**src/rtl/prog_rom.sv**
```systemverilog
// prog_rom: writable program memory answering the cpu instruction fetch.
// In RUN it returns mem[addr] combinationally. In LOAD an operator enters a
// program one word per push of wr_strobe, taking the word from wr_data.
// Ports:
//   clk, n_rst        clock (rising edge) and async active-low reset
//   addr, data        fetch address in, instruction word out (0 while loading)
//   load_req          push-button: enter LOAD from RUN, abort LOAD back to RUN
//   wr_strobe         push-button: write wr_data at wr_ptr while in LOAD
//   wr_data           word to write, from board switches
//   busy              high while in LOAD
//   wr_ptr            next address to be written
//   done              one-cycle pulse on the edge that leaves LOAD
module prog_rom #(
    parameter int unsigned ADDR_W = 4,
    parameter int unsigned DATA_W = 4
) (
    input  logic              clk,
    input  logic              n_rst,
    input  logic [ADDR_W-1:0] addr,
    output logic [DATA_W-1:0] data,
    input  logic              load_req,
    input  logic              wr_strobe,
    input  logic [DATA_W-1:0] wr_data,
    output logic              busy,
    output logic [ADDR_W-1:0] wr_ptr,
    output logic              done
);

    localparam int unsigned DEPTH = 1 << ADDR_W;
    localparam logic [ADDR_W-1:0] LAST_ADDR = ADDR_W'(DEPTH - 1);

    typedef enum logic [0:0] {
        RUN  = 1'b0,
        LOAD = 1'b1
    } state_t;

    state_t            state;
    logic [DATA_W-1:0] mem [DEPTH];

    // Two synchronizer flops plus a history flop per push-button.
    logic load_s1, load_s2, load_s3;
    logic strb_s1, strb_s2, strb_s3;
    logic load_pulse;
    logic strb_pulse;

    always_ff @(posedge clk or negedge n_rst) begin
        if (!n_rst) begin
            load_s1 <= 1'b0;
            load_s2 <= 1'b0;
            load_s3 <= 1'b0;
            strb_s1 <= 1'b0;
            strb_s2 <= 1'b0;
            strb_s3 <= 1'b0;
        end else begin
            load_s1 <= load_req;
            load_s2 <= load_s1;
            load_s3 <= load_s2;
            strb_s1 <= wr_strobe;
            strb_s2 <= strb_s1;
            strb_s3 <= strb_s2;
        end
    end

    // One-cycle pulse per rising edge of each synchronized button.
    assign load_pulse = load_s2 & ~load_s3;
    assign strb_pulse = strb_s2 & ~strb_s3;

    // Mode FSM, memory writes and registered status outputs.
    always_ff @(posedge clk or negedge n_rst) begin
        if (!n_rst) begin
            state  <= RUN;
            busy   <= 1'b0;
            done   <= 1'b0;
            wr_ptr <= '0;
            for (int i = 0; i < int'(DEPTH); i++) begin
                mem[i] <= '0;
            end
        end else begin
            done <= 1'b0;
            case (state)
                RUN: begin
                    if (load_pulse) begin
                        state  <= LOAD;
                        busy   <= 1'b1;
                        wr_ptr <= '0;
                    end
                end
                LOAD: begin
                    if (strb_pulse) begin
                        mem[wr_ptr] <= wr_data;
                        wr_ptr      <= wr_ptr + ADDR_W'(1);
                    end
                    // Last-word write and abort share one exit, so a coincident
                    // strobe and abort still give a single done pulse.
                    if ((strb_pulse && (wr_ptr == LAST_ADDR)) || load_pulse) begin
                        state <= RUN;
                        busy  <= 1'b0;
                        done  <= 1'b1;
                    end
                end
                default: begin
                    state <= RUN;
                    busy  <= 1'b0;
                end
            endcase
        end
    end

    // Zero-latency fetch; LOAD forces the harmless all-zero word.
    assign data = (state == LOAD) ? '0 : mem[addr];

endmodule

```
**config.mk**
```make
export PLATFORM = sky130hd
export DESIGN_NAME = prog_rom
export DESIGN_NICKNAME = d
export VERILOG_FILES = /design/src/rtl/prog_rom.sv
export SDC_FILE = /design/constraint.sdc
export NUM_CORES = 1
export LEC_CHECK = 0
export CAP_MARGIN = 10
export CORE_MARGIN = 8
export CORE_UTILIZATION = 33
export CTS_BUF_LIST = sky130_fd_sc_hd__clkbuf_4 sky130_fd_sc_hd__clkbuf_8 sky130_fd_sc_hd__clkbuf_16
export DETAILED_ROUTE_END_ITERATION = 8
export PLACE_DENSITY = 0.54
export REMOVE_ABC_BUFFERS = 1
export SYNTH_ARGS = -nofsm -noshare
export SYNTH_HDL_FRONTEND = slang
export SYNTH_SLANG_ARGS = --single-unit
```
**constraint.sdc**
```tcl
create_clock -name clk -period 4.8 [get_ports clk]
set_clock_uncertainty 0.05 [all_clocks]
set_input_delay 0.96 -clock clk [delete_from_list [all_inputs] [get_ports clk]]
set_output_delay 0.96 -clock clk [all_outputs]
set_load 0.02 [all_outputs]
```
==> results of run 1 <==
## metrics by stage
step	cells	hold WS [ps]
floorplan	232	281
global placement	390	284
detailed placement	390	288
CTS	406	306
global route	406	321
finish	406	303
## worst max-delay path: cells and delay by family
kind | cells | cell delay [ps]
simple gates | 1 | 200
compound gates | 3 | 580
buf+inv | 2 | 1570
## registers in the layout, summed over array words and instances (netlist names)
name	flops
mem	64
wr_ptr	4
busy	1
done	1
load_s1	1
load_s2	1
load_s3	1
state	1
strb_s1	1
strb_s2	1
strb_s3	1
## power groups by stage
stage / registers, mW / logic (mW) / clock network [mW]
after floorplan: 0.863 / 0.264 / 0
after global placement: 0.873 / 0.426 / 0
after detailed placement: 0.875 / 0.433 / 0
after CTS: 0.862 / 0.435 / 0.461
after global routing: 0.881 / 0.468 / 0.489
final: 0.861 / 0.427 / 0.446
## layer usage
metal  part of all wire [%]  track usage, %  wire length, um
met1                     49            16.8             3790
met2                     43            15.6             3330
met3                    5.2            3.16              401
met4                    2.0            4.84              155
met5                      0               0                0
## layout by cell type, fill, tap and decap left out, types with 5 or more instances in the layout
| cell type | count |
|---|---|
| nand2_1 | 10 |
| mux2_1 | 8 |
| mux2i_1 | 10 |
| a22oi_1 | 6 |
| mux2_2 | 56 |
| dfrtp_1 | 77 |
| clkbuf_8 | 9 |
| clkdlybuf4s50_1 | 20 |
| nor2_1 | 5 |
| mux4_2 | 12 |
## layout make-up
cell class / count / area (sq um)
Fill cell: 1018 / 6330
Inverter: 3 / 11.3
Timing Repair Buffer: 22 / 228
Multi-Input combinational cell: 152 / 1530
Tap cell: 136 / 170
Clock buffer: 9 / 124
Clock inverter: 7 / 51.3
Sequential cell: 77 / 1930
## kinds of logic after synthesis
| family | synth area share (%) |
|---|---|
| flops | 54.7 |
| fa+ha+maj | 1.42 |
| simple gates | 6.75 |
| mux | 31.0 |
| compound gates | 3.51 |
| xor+xnor | 0.746 |
| buf+inv | 1.95 |
## how the worst max path moves through the flow
stage	to	depth (start not counted)	slack (ps)	from
final	data[3]	6	470	addr[2]
after global routing	data[0]	6	330	addr[2]
after CTS	data[2]	6	470	addr[2]
after detailed placement	data[2]	6	470	addr[2]
after global placement	data[2]	6	500	addr[2]
after floorplan	data[0]	4	1800	addr[0]
==> flow_metrics.py, run 1 <==
metrics = {
    "run_status": {
        "status": "finished, final reports clean",
    },
    "critical_path": {
        "cp_max_fo": 14,
        "cp.required_ps": 3790,
        "r2r_slack_ps": 2800,
        "crit_type": "input pin to output port",
        "cp-end-kind": "output port",
        "cp.arrival_ps": 3320,
        "r2r_start": "state",
        "slowest_delay_ps": 920,
        "reg2regPathDepth": 4,
        "path_cells": "clkdlybuf4s50_1 > nor2_1 > a22oi_1 > a22oi_1 > o211ai_1 > clkdlybuf4s50_1",
        "worstSetupStartpointType": "input pin",
        "cp_slowest_cell": "clkdlybuf4s50_1",
        "r2r-end": "mem[33]",
    },
    "pwr": {
        "power_mw": 1.73,
        "power.share.combinational_pct": 24.6,
        "total_leakage_power_nw": 1.70,
        "p_clk_share_pct": 25.7,
        "seqPwrFrac_pct": 49.6,
        "ir_worst_vdd_v": 0.000217,
        "p_sw_share_pct": 31.3,
        "p_sw_mw": 0.542,
        "power_density_mw_per_mm2": 429,
        "p_int_mw": 1.19,
    },
    "clocking": {
        "cts.clk_slew.worst_paths_ps": 80,
        "clk_path_buf_depth": 2,
        "ctsResizeCount": 0,
        "insertion_delay_ps": 350,
        "cts_setup_buffers": 0,
        "numCtsBuffers": 9,
        "ctsHoldBuffers": 0,
        "cts_tree": "done",
        "clock_sinks": 77,
        "ctsRootBufferMaster": "clkbuf_8",
        "h-tree-depth": 3,
    },
    "die": {
        "ioPinCount": 22,
        "core_sq_mm": 0.0104,
        "die_x_um": 119,
        "rows": 37,
        "start_util_pct": 34.0,
        "die_y_um": 119,
        "dieArea_sq_mm": 0.0142,
    },
    "timing": {
        "rsz0062_at_grt": "false",
        "drv_slew": 0,
        "min_period_ps": 4330,
        "max_freq_ghz": 0.231,
        "hold_viol_final": 0,
        "tightest_slew_ps": 978,
        "max-slew-margin-rel_pct": 34.8,
        "finalSetupViolCount": 0,
        "fin_tns_setup_ps": 0,
        "fin_crit_sh_pct": 90.2,
        "setup_ws_ps": 472,
    },
    "grt": {
        "grt_pass1_wl_um": 12700,
        "antenna_found_initial": 0,
        "grt_overflow_total": 0,
        "track_usage_pct": 11.5,
        "grt_pass1_vias": 2183,
        "grt_max_degree": 78,
    },
    "logic_synthesis": {
        "yosysMostFrequentCell": "dfrtp_1",
        "syn_area_sq_mm": 0.00352,
        "synth_edf_count": 0,
        "synth_seq_cells": 77,
        "synth_top_area_share_pct": 54.7,
        "yosys_most_used_dff": "dfrtp_1",
        "yosys_warnings": 0,
        "synth_cells": 242,
        "synth_top_cell_by_area": "dfrtp_1",
        "yosysUniqueCellTypes": 34,
        "synth_area_leaders": "dfrtp_1, mux2_2, mux4_2",
        "yosys-top-cells-count": "dfrtp_1, mux2_2, mux4_2",
        "seq_area_frac_synth_pct": 54.7,
        "async_flop_share_pct": 100,
        "avgSynthCellArea_sq_um": 14.6,
    },
    "min_path": {
        "whs_path_depth": 0,
        "hold_end": "strb_s2",
        "hp-class": "register to register",
        "min_from": "strb_s1",
    },
    "routing": {
        "viasPerCell": 5.11,
        "ant_nets": 0,
        "avgRoutedWirePerCell_um": 18.9,
        "drt-total-wl_um": 7690,
        "drtIter0Drc": 103,
        "vias": 2075,
        "post-route-drc-count": 0,
        "drtPass1Iterations": 4,
    },
    "placement": {
        "dp_slack_ps": 468,
        "portBuffers": 21,
        "gp_congestion": 0.754,
        "dpl_cell_area_sq_mm": 0.00386,
        "dp_hpwl_um": 5160,
    },
    "final_layout": {
        "diodes": 0,
        "fin_nets": 281,
        "final_area_sq_mm": 0.00404,
        "final_layout_size_suffix_gt1_share_pct": 34.8,
        "syn_to_final_growth_pct": 14.6,
        "fin_util_pct": 39.0,
    },
    "run": {
        "drv_cap": 0,
    },
}
Note: power is estimated with default switching activity, not from simulation.
==> run 2: changes to the inputs <==
Settings changed: GPL_ROUTABILITY_DRIVEN set to 0.
==> results of run 2 <==
The final DEF is identical to that of run 1; final timing and power are the same.
